<file path="src/rtl/flag_streamer.sv">
// flag_streamer: plays a writable message RAM onto LED cathodes, one word or one bit per display tick, PWM-dimmed.
// Latency: a tick updates shown on its clock edge; cats is decoded from registers only (no input-to-cats path).
// Backpressure: none; en=0 freezes tick counter and playback while the PWM keeps running.
// Ports: clk, rst (async active-high), en, mode (00 byte, 01 shift, 1x hold), brightness (PWM duty),
//        wr_en/wr_addr/wr_data (message RAM write port), cats (cathode drive), frame_done (message wrap pulse).
// Option: define FLAG_STREAMER_BLANK_GAP_EN to insert one blank frame after each message wrap.
module flag_streamer #(
    parameter int CLK_FREQ = 48_000_000,
    parameter int RATE_HZ  = 100,
    parameter int LED_W    = 8,
    parameter int MSG_LEN  = 45,
    parameter int PWM_BITS = 4
) (
    input  logic                       clk,
    input  logic                       rst,
    input  logic                       en,
    input  logic [1:0]                 mode,
    input  logic [PWM_BITS-1:0]        brightness,
    input  logic                       wr_en,
    input  logic [$clog2(MSG_LEN)-1:0] wr_addr,
    input  logic [LED_W-1:0]           wr_data,
    output logic [LED_W-1:0]           cats,
    output logic                       frame_done
);
    localparam int TICK_DIV = CLK_FREQ / RATE_HZ;
    localparam int TW       = $clog2(TICK_DIV);
    localparam int AW       = $clog2(MSG_LEN);
    localparam int BW       = $clog2(LED_W);

    localparam logic [1:0] MODE_BYTE  = 2'b00;
    localparam logic [1:0] MODE_SHIFT = 2'b01;

    logic [LED_W-1:0]    mem [MSG_LEN];
    logic [TW-1:0]       tick_cnt;
    logic                tick;
    logic [AW-1:0]       idx, idx_nxt;
    logic [BW-1:0]       bit_idx, bit_idx_nxt;
    logic [LED_W-1:0]    shown, shown_nxt;
    logic [LED_W-1:0]    cur_word;
    logic                last_word;
    logic                wrap;
    logic                frame_done_nxt;
    logic [PWM_BITS-1:0] pwm_cnt, duty;
    logic                pwm_on;
`ifdef FLAG_STREAMER_BLANK_GAP_EN
    logic                gap, gap_nxt;   // a blank frame is owed before mem[0] plays again
`endif

    // Message RAM: plain registers, no reset. Reads are combinational from the
    // current contents, so a same-cycle write is only seen by later ticks.
    always_ff @(posedge clk) begin
        if (wr_en && ({1'b0, wr_addr} < (AW+1)'(MSG_LEN)))
            mem[wr_addr] <= wr_data;
    end

    assign cur_word  = mem[idx];
    assign last_word = (idx == AW'(MSG_LEN - 1));
    assign tick      = en && (tick_cnt == TW'(TICK_DIV - 1));

    always_ff @(posedge clk or posedge rst) begin
        if (rst)
            tick_cnt <= '0;
        else if (en)
            tick_cnt <= tick ? '0 : tick_cnt + TW'(1);
    end

    always_comb begin
        idx_nxt        = idx;
        bit_idx_nxt    = bit_idx;
        shown_nxt      = shown;
        wrap           = 1'b0;
        frame_done_nxt = 1'b0;
`ifdef FLAG_STREAMER_BLANK_GAP_EN
        gap_nxt        = gap;
`endif
        if (tick) begin
`ifdef FLAG_STREAMER_BLANK_GAP_EN
            if (gap && mode == MODE_BYTE) begin
                shown_nxt      = '0;
                gap_nxt        = 1'b0;
                frame_done_nxt = 1'b1;
            end else if (gap && mode == MODE_SHIFT) begin
                // Shift a whole word of zeros, using bit_idx as the bit counter.
                shown_nxt = {shown[LED_W-2:0], 1'b0};
                if (bit_idx == '0) begin
                    bit_idx_nxt    = BW'(LED_W - 1);
                    gap_nxt        = 1'b0;
                    frame_done_nxt = 1'b1;
                end else begin
                    bit_idx_nxt = bit_idx - BW'(1);
                end
            end else
`endif
            if (mode == MODE_BYTE) begin
                shown_nxt = cur_word;
                idx_nxt   = last_word ? '0 : idx + AW'(1);
                wrap      = last_word;
            end else if (mode == MODE_SHIFT) begin
                shown_nxt = {shown[LED_W-2:0], cur_word[bit_idx]};
                if (bit_idx == '0) begin
                    bit_idx_nxt = BW'(LED_W - 1);
                    idx_nxt     = last_word ? '0 : idx + AW'(1);
                    wrap        = last_word;
                end else begin
                    bit_idx_nxt = bit_idx - BW'(1);
                end
            end
        end
        // Any non-shift cycle re-arms the bit pointer so a shift run starts on a word MSB.
        if (mode != MODE_SHIFT)
            bit_idx_nxt = BW'(LED_W - 1);
`ifdef FLAG_STREAMER_BLANK_GAP_EN
        if (wrap)
            gap_nxt = 1'b1;
`else
        frame_done_nxt = wrap;
`endif
    end

    always_ff @(posedge clk or posedge rst) begin
        if (rst) begin
            idx        <= '0;
            bit_idx    <= BW'(LED_W - 1);
            shown      <= '0;
            frame_done <= 1'b0;
`ifdef FLAG_STREAMER_BLANK_GAP_EN
            gap        <= 1'b0;
`endif
        end else begin
            idx        <= idx_nxt;
            bit_idx    <= bit_idx_nxt;
            shown      <= shown_nxt;
            frame_done <= frame_done_nxt;
`ifdef FLAG_STREAMER_BLANK_GAP_EN
            gap        <= gap_nxt;
`endif
        end
    end

    // Duty is only reloaded at the start of a PWM period so a brightness
    // change never produces a truncated or stretched on-pulse.
    always_ff @(posedge clk or posedge rst) begin
        if (rst) begin
            pwm_cnt <= '0;
            duty    <= '0;
        end else begin
            pwm_cnt <= pwm_cnt + PWM_BITS'(1);
            if (pwm_cnt == '0)
                duty <= brightness;
        end
    end

    assign pwm_on = (pwm_cnt < duty);
    assign cats   = shown & {LED_W{pwm_on}};

endmodule

</file>
<file path="config.mk">
export PLATFORM = sky130hd
export DESIGN_NAME = flag_streamer
export DESIGN_NICKNAME = d
export VERILOG_FILES = /design/src/rtl/flag_streamer.sv
export SDC_FILE = /design/constraint.sdc
export NUM_CORES = 1
export LEC_CHECK = 0
export BUFFER_PORTS_ARGS = -buffer_cell sky130_fd_sc_hd__buf_2
export CELL_PAD_IN_SITES_DETAIL_PLACEMENT = 1
export CELL_PAD_IN_SITES_GLOBAL_PLACEMENT = 1
export CORE_UTILIZATION = 40
export DETAILED_ROUTE_END_ITERATION = 12
export PLACE_DENSITY_LB_ADDON = 0.1
export SETUP_SLACK_MARGIN = 0.02
export SYNTH_ARGS = -nofsm -noshare
export SYNTH_HDL_FRONTEND = slang
export SYNTH_SLANG_ARGS = --single-unit
export TNS_END_PERCENT = 5
</file>
<file path="constraint.sdc">
create_clock -name clk -period 5.7 [get_ports clk]
set_input_delay 1.14 -clock clk [delete_from_list [all_inputs] [get_ports clk]]
set_output_delay 1.14 -clock clk [all_outputs]
set_load 0.005 [all_outputs]
</file>
======== Yosys cells after proc, flatten, opt, wreduce, memory -nomap -nowiden ========
Memories as Yosys holds them, arrays and structs flattened.
Index checks and enable logic that the tools add are counted.
storage, ports and cells
  input port bits ......................... 24
  memory bits (read-only) ................. 0
  memories kept ........................... 1
  bits in writable memories ............... 360
  word-level logic and storage cells ...... 53
  bits in registers ....................... 45
  latch bits .............................. 0
  output and inout port bits .............. 9
memories
  memory  words  width  read ports  clocked after Yosys merged registers in  wr ports  RTL line  RTL
  mem     45     8      1           0                                        1         33        logic [LED_W-1:0] mem [MSG_LEN];
cells by class
  order comparisons ....................... 3
  bitwise operators ....................... 1
  equal/unequal tests ..................... 5
  multiplexer cells ....................... 20
  $mul .................................... 0
  reductions and logical operators ........ 12
  add/sub/neg operators ................... 4
  divide/modulo/power cells ............... 0
  shift-type cells ........................ 0
operators with widths
  cell                                                        count
  2-to-1 mux 6 bit                                            4
  adder 19 x 1 -> 19 bit, second input constant               1
  equality test 19 bit, second input constant                 1
  2-to-1 mux 19 bit                                           1
  2-to-1 mux 8 bit                                            2
  2-to-1 mux 3 bit                                            5
  AND 8 bit                                                   1
  nonzero test 2 bit                                          4
  2-to-1 mux 1 bit                                            7
  adder 6 x 1 -> 6 bit, second input constant                 1
  equality test 6 bit, second input constant                  1
  less-than comparator 6 bit, second input constant           1
  AND reduction 3 bit                                         2
  adder 4 x 1 -> 4 bit, second input constant                 1
  zero test 4 bit                                             1
  less-than comparator 3 x 4 -> 1 bit, second input constant  1
  less-than comparator 4 bit                                  1
  != test 2 x 1 -> 1 bit, second input constant               2
  binary-select mux 1 bit (select 3 bit)                      1
  zero test 3 bit                                             1
  subtractor 3 x 1 -> 3 bit, second input constant            1
  equality test 2 x 1 -> 1 bit, second input constant         1
  logical AND 1 bit                                           2
  zero test 2 bit                                             1
  AND reduction 2 bit                                         1

======== Logic depth before layout (Yosys ltp) ========
Gate-level depths: netlist of the first run.
  depth after elaboration ................. 6
  mapped depth ............................ 12
  gate-level depth less buffers ........... 9

======== Worst setup path before layout of the first run ========
Ideal clock, no wire load.
  path type ............................... input-to-reg
  start point ............................. input port en
  end point ............................... register shown[0]
  path slack .............................. 2.743 ns
  data arrival time ....................... 2.836 ns
  path buffers ............................ 2
  required time ........................... 5.579 ns
  cell stages on the path ................. 10
  cell sequence ........................... clkbuf_1 -> nand4_1 -> nor2_1 -> and4_1 -> clkbuf_1 -> nand2_1 -> a41oi_1 -> o211a_1 -> a311oi_1 -> o22a_1
on the way
  longest elaborated chain between the ends .. 2
ends and longest elaborated chain
  what                           RTL line  RTL
  start: declaration             16        input logic en,
  logical AND 1 bit              58        assign tick = en && (tick_cnt == TW'(TICK_DIV - 1));
  AND reduction 2 bit (no line)  -
  end signal: assignment         132       shown <= shown_nxt;
  end: declaration               38        logic [LED_W-1:0] shown, shown_nxt;
Every way passes these cells.
A chain may end at the register's enable or synchronous reset.

======== Worst setup path after layout of the first run ========
  start point ............................. register idx[0]
  end point ............................... register shown[0]
on the way
  longest elaborated chain between the ends .. 5
ends and longest elaborated chain
  what                                    RTL line  RTL
  start: declaration                      36        logic [AW-1:0] idx, idx_nxt;
  start signal: assignment                130       idx <= idx_nxt;
  memory (45 x 8 bit) *                   -
  binary-select mux 1 bit (select 3 bit)  99        shown_nxt = {shown[LED_W-2:0], cur_word[bit_idx]};
  2-to-1 mux 1 bit (implied by the code)  99
  2-to-1 mux 8 bit                        98        end else if (mode == MODE_SHIFT) begin
  2-to-1 mux 8 bit *                      94        if (mode == MODE_BYTE) begin
Every way passes the cells marked *; elsewhere a longest branch is shown, timed or not. The select of a mux whose other input is x is not followed.

==> summary.md, run 1 <==
| Metric | Value |
|---|---|
| Storage cell area | `11900 um2` |
| Final ANT Viol Nets | `0` |
| Max H-tree Level | `2` |
| Flops & latches, synth | `405` |
| Seq/Total Area, Yosys | `0.723` |
| Max Cap Viol | `0` |
| Outcome | `finished clean` |
| Period minus WS final | `3.69 ns` |
| Most common cell after layout, fill and taps aside | `edfxtp_1` |
| First-pass GRT wire length | `60700 um` |
| Most frequent cells in the layout | `360 x edfxtp_1, 79 x nor2_1, 71 x mux4_2, 50 x mux2i_1, 46 x nand2_1` |
| Leading area contributor after synthesis | `edfxtp_1` |
| CTS Buf Count | `44` |
| Yosys cell types | `64` |
| Final setup fails | `0` |
| DRT Pass-1 Iters | `4` |
| CTS tree | `done` |
| Number of global-route vias before repair | `8892` |
| Fillers | `3882` |
| Clock slew at reported path FFs | `0.06 ns` |
| Syn_area_per_cell | `17.8 um2` |
| DRC Markers | `0` |
| Pin count of the biggest net entering global routing | `60` |
| Worst setup path class | `reg -> reg` |
| Synth warn | `0` |
| Via count | `8475` |
| Antenna violations before repair | `1` |
| All-Layer GR Usage | `0.203` |
| Core Footprint | `40700 um2` |
| Diode count | `0` |
| Multi-input logic area | `4210 um2` |
| RSZ-0062 raised after global routing | `false` |
| Final Hold Fails | `0` |
| Area grow syn2layout | `12.0%` |
| Floorplan row count | `74` |
| Hold-fix buffers at CTS | `0` |
| Final worst-path cycle share | `0.648` |
| Hold Path Class | `reg -> reg` |
| Cell count after synthesis | `930` |
| Post-synth EDFFs | `360` |
| IO Pins | `33` |
| Netlist area before placement | `16500 um2` |
| RePlAce Congestion | `0.875` |
| Leak | `6.49 nW` |
| Slew Viols, Final | `0` |
| Routed length per instance | `26.5 um` |
| Top cell type's share of synthesized area | `0.655` |
| Max Clk Rate | `0.271 GHz` |
| PortBufs | `32` |
| Crit path DAT | `4.16 ns` |
| Slew Limit Headroom | `0.293` |
| PD cells | `333 nW/um2` |
| Routed WL | `40800 um` |
| Initial Util | `0.405` |
| Worst endpoint required time | `6.16 ns` |
| Die height | `205 um` |
| Root Driver | `clkbuf_16` |
| Synth area leaders | `edfxtp_1 65%, mux4_2 9.7%, dfrtp_1 6.4%, mux2i_1 3.0%, nor2_1 1.8%` |
| Clock Sinks | `405` |
| Ys async rst share | `0.111` |
| Top FF cell, synth | `edfxtp_1` |
| DIE WIDTH | `205 um` |
| Pwr Total | `6.15 mW` |
| Post-DP HPWL | `25500 um` |
| Iter 0 DRT Violations | `530` |
| DIE AREA | `42100 um2` |
| Worst Skew | `0.0260 ns` |
| Postcts setup bufs | `0` |
| Max VDD drop | `213 uV` |
| PostCTS Resize Cnt | `0` |
| Maximum root-to-sink buffer count | `3` |
| Vias per cell | `5.49` |
| Ratio of cells with drive above 1 in the final layout | `0.199` |
| Critical Path Sink Type | `register` |
| Max FO, Critical Path | `40` |
| Skew-Pair Late Insertion Delay | `0.57 ns` |
| Final nets | `1009` |
| Worst Tran Pin Value | `1.06 ns` |
| Syn_nets | `964` |
| GR Overflow Total | `0` |
| Setup_tns | `0 ns` |
| Worst setup SP type | `register` |
[final timing paths]
path / slack [ns] / depth (start not counted) / start / end
worst min register to register: 0.48 / 1 / tick_cnt[6] / tick_cnt[6]
worst max register to register: 2.01 / 9 / idx[0] / shown[0]
min in group asynchronous: 0.80 / 2 / rst / duty[1]
worst max-delay path: 2.01 / 9 / idx[0] / shown[0]
max in group asynchronous: 4.17 / 2 / rst / idx[1]
worst min-delay path: 0.48 / 1 / tick_cnt[6] / tick_cnt[6]
[kinds of logic after synthesis]
family / count (synthesis) / synth area share
DFF: 405 / 0.723
and+or+nand+nor: 211 / 0.0620
muxes: 127 / 0.132
AOI/OAI and AO/OA: 101 / 0.0436
buffers and inverters: 58 / 0.0220
xor gates and xnor gates: 18 / 0.00955
adders and majority gates: 10 / 0.00758
[layer usage]
layer  vias to the layer above  GRT usage  share of wire
li1                       3777          -              -
met1                      4442      0.278           0.45
met2                       190      0.325           0.47
met3                        66     0.0372          0.042
met4                         0     0.0688          0.032
met5                         -          0              0
[state kept, by name, indices dropped and copies added (netlist names)]
signal	flops
duty	4
idx	6
frame_done	1
mem	360
pwm_cnt	4
tick_cnt	19
bit_idx	3
shown	8
[worst max-delay path: stages (launching register included)]
cell and delay [ns]:
dfrtp_4 0.95, buf_4 0.52, mux4_2 0.58, a221o_1 0.31
a21oi_1 0.24, a211oi_1 0.15, a41oi_1 0.28, o211a_1 0.20
a311oi_1 0.09, o22a_1 0.18
[power by group]
| group | total [mW] | switching (mW) | internal, mW |
|---|---|---|---|
| Sequential | 3.30 | 0.0265 | 3.27 |
| Clock | 2.72 | 1.17 | 1.55 |
| Combinational | 0.131 | 0.0968 | 0.0338 |
| Total | 6.15 | 1.29 | 4.85 |
[synth_stat cells, drive strengths merged (7+ instances only)]
| library cell | n |
|---|---|
| buf | 30 |
| a21oi | 15 |
| nand2b | 7 |
| o221ai | 13 |
| clkbuf | 13 |
| o21ai | 26 |
| inv | 15 |
| nor2b | 14 |
| and2 | 15 |
| xor2 | 7 |
| a22oi | 7 |
| mux2i | 50 |
| mux4 | 72 |
| edfxtp | 360 |
| a211oi | 8 |
| xnor2 | 11 |
| nor2 | 79 |
| nand3 | 17 |
| nand4 | 8 |
| nand2 | 46 |
| dfrtp | 42 |
| ha | 10 |
[cell type report]
type | instances | area share
multi-input cells | 467 | 0.228
clock inverters | 28 | 0.0103
flip-flops and latches | 405 | 0.646
repair buffers | 42 | 0.0134
clock buffers | 54 | 0.0633
well taps | 532 | 0.0360
inverters | 15 | 0.00305
[through the flow]
step | cell area (um2) | std cells | util | hold slack (ns) | setup WS [ns]
2_1_floorplan | 16500 | 930 | - | 0.446 | 2.74
6_report | 18500 | 1543 | 0.454 | 0.480 | 2.01
5_1_grt | 18500 | 1543 | 0.454 | 0.506 | 1.71
3_3_place_gp | 17100 | 1461 | 0.420 | 0.462 | 2.00
3_5_place_dp | 17100 | 1461 | 0.420 | 0.467 | 1.94
4_1_cts | 18500 | 1543 | 0.454 | 0.481 | 1.97
Note: power is estimated with default switching activity, not from simulation.
==> run 2: changes to the inputs <==
==> constraint.sdc (replaced) <==
create_clock -name clk -period 3.9 [get_ports clk]
set_input_delay 0.78 -clock clk [delete_from_list [all_inputs] [get_ports clk]]
set_output_delay 0.78 -clock clk [all_outputs]
set_load 0.005 [all_outputs]
==> run 2 against run 1 <==
Compared with the run above: critical path depth unchanged; clock-buffer cell count increased by 2; total power is 56% higher; largest power group unchanged; clock skew is 0.014 ns lower; routed wire length grew 1.9%; highest routed layer unchanged; utilization rose by 0.99 points; sequential share of layout area fell by 1.4 points; cell count is 1.4% higher; global-route usage increased by 0.33 points; design area up 2.2%; first-iteration DRC count increased by 26%.
==> summary.md, run 2 (synthesized netlist as in run 1, its figures left out) <==
| Metric | Value |
|---|---|
| All-Layer GR Usage | `0.206` |
| Setup_tns | `0 ns` |
| Initial Util | `0.405` |
| Antenna violations before repair | `0` |
| Fillers | `3896` |
| Hold-fix buffers at CTS | `0` |
| Hold Path Class | `in -> async` |
| Via count | `8656` |
| Floorplan row count | `74` |
| CP top delay family | `compound AO/OA/AOI/OAI gates` |
| GR Overflow Total | `0` |
| Die height | `205 um` |
| Max H-tree Level | `2` |
| Max VDD drop | `378 uV` |
| Maximum root-to-sink buffer count | `3` |
| Largest Register | `mem` |
| Area grow syn2layout | `14.4%` |
| PostCTS Resize Cnt | `0` |
| Final setup fails | `0` |
| Largest registers | `mem x360, tick_cnt x19, shown x8` |
| Crit-path cells | `buf_12, mux4_2, a22o_1, a211oi_1, o31ai_2, a22oi_1, o211a_1, a311oi_1, o22a_1` |
| Pin count of the biggest net entering global routing | `46` |
| Outcome | `finished clean` |
| Crit path DAT | `3.79 ns` |
| Period minus WS final | `3.33 ns` |
| Max FO, Critical Path | `36` |
| CTS Buf Count | `46` |
| Max Clk Rate | `0.300 GHz` |
| IO Pins | `33` |
| CTS tree | `done` |
| PD cells | `508 nW/um2` |
| PortBufs | `32` |
| Final Hold Fails | `0` |
| WHS | `0.285 ns` |
| Worst setup path class | `reg -> reg` |
| Slew Viols, Final | `0` |
| Slowest-stage cell, CP | `dfrtp_4` |
| DIE WIDTH | `205 um` |
| Root Driver | `clkbuf_16` |
| Postcts setup bufs | `0` |
| Most common cell after layout, fill and taps aside | `edfxtp_1` |
| Final worst-path cycle share | `0.853` |
| RePlAce Congestion | `0.890` |
| Clock slew at reported path FFs | `0.06 ns` |
| Number of global-route vias before repair | `9043` |
| Leak | `6.70 nW` |
| Vias per cell | `5.53` |
| Fin worst setup slack | `0.572 ns` |
| Max FFs per register | `360` |
| RSZ-0062 raised after global routing | `false` |
| Final nets | `1029` |
| Worst Skew | `0.0116 ns` |
| Max Cap Viol | `0` |
| Most frequent cells in the layout | `360 x edfxtp_1, 79 x nor2_1, 71 x mux4_2, 50 x mux2i_1, 47 x clkbuf_16` |
| Iter 0 DRT Violations | `668` |
| Routed length per instance | `26.6 um` |
| DRT Pass-1 Iters | `5` |
| Critical Path Sink Type | `register` |
| CP Launch Point | `idx[0]` |
| Worst endpoint required time | `4.36 ns` |
| Skew-Pair Late Insertion Delay | `0.57 ns` |
| Worst setup SP type | `register` |
| Reg2Reg Launch Point | `idx[0]` |
| Slew Limit Headroom | `0.296` |
| Final ANT Viol Nets | `0` |
| DIE AREA | `42100 um2` |
| Ratio of cells with drive above 1 in the final layout | `0.220` |
| Max stage delay on crit path | `0.92 ns` |
| CP bufs+invs | `1` |
| Post-DP HPWL | `26700 um` |
| Worst Tran Pin Value | `1.06 ns` |
| First-pass GRT wire length | `61500 um` |
| Core Footprint | `40700 um2` |
| Clock Sinks | `405` |
| Routed WL | `41600 um` |
| DRC Markers | `0` |
| Worst slack at placement | `0.543 ns` |
==> run 2: cell count changes in the layout (fill, tap and decap cells not counted), moves of 2 or more <==
cell / previous run / this run
buf_12: 1 / 3
buf_4: 9 / 25
bufinv_16: 2 / 9
clkbuf_16: 45 / 47
clkinv_1: 11 / 5
clkinv_2: 11 / 8
clkinvlp_4: 1 / 4
==> run 2: per-layer routing <==
| layer | GRT usage | up-vias | part of all wire |
|---|---|---|---|
| li1 | - | 3823 | - |
| met1 | 0.286 | 4554 | 0.45 |
| met2 | 0.328 | 216 | 0.48 |
| met3 | 0.0436 | 63 | 0.051 |
| met4 | 0.0601 | 0 | 0.025 |
| met5 | 0 | - | 0 |
==> run 2: path summary, 6_finish.rpt <==
path | to | slack (ns) | cells past startpoint
worst max register to register | shown[0] | 0.57 | 9
max in group asynchronous | tick_cnt[18] | 2.89 | 3
worst min-delay path | duty[3] | 0.29 | 2
worst min register to register | tick_cnt[6] | 0.48 | 1
min in group clk | duty[2] | 0.43 | 3
worst max-delay path | shown[0] | 0.57 | 9
==> run 2: stage by stage <==
step / cell area, um2 / utilization / power [mW] / std cells
floorplan: 16500 / - / 4.98 / 930
global placement: 17300 / 0.424 / 5.10 / 1479
detailed placement: 17300 / 0.424 / 5.11 / 1479
CTS: 18900 / 0.464 / 9.71 / 1563
global route: 18900 / 0.464 / 9.88 / 1563
finish: 18900 / 0.464 / 9.60 / 1564
==> run 2: final cells by class <==
cell class,instances,area [um2],share of cell area
diodes,1,2.50,0.000132
clock buffers,56,1220,0.0646
clock inverters,28,379,0.0201
inverters,15,56.3,0.00298
multi-input cells,467,4210,0.223
flip-flops and latches,405,11900,0.633
well taps,532,666,0.0352
repair buffers,60,408,0.0216
==> run 2: worst reg2reg max path, delay by kind of cell, from the launching register on <==
family / cells / cell delay, ns
buffers and inverters: 1 / 0.34
AO/OA/AOI/OAI: 7 / 1.44
flip-flops: 1 / 0.92
multiplexers: 1 / 0.52
==> run 2: power breakdown <==
group | switching (mW) | internal, mW | total [mW]
registers | 0.0399 | 4.78 | 4.82
clock network | 1.76 | 2.83 | 4.59
logic | 0.145 | 0.0503 | 0.195
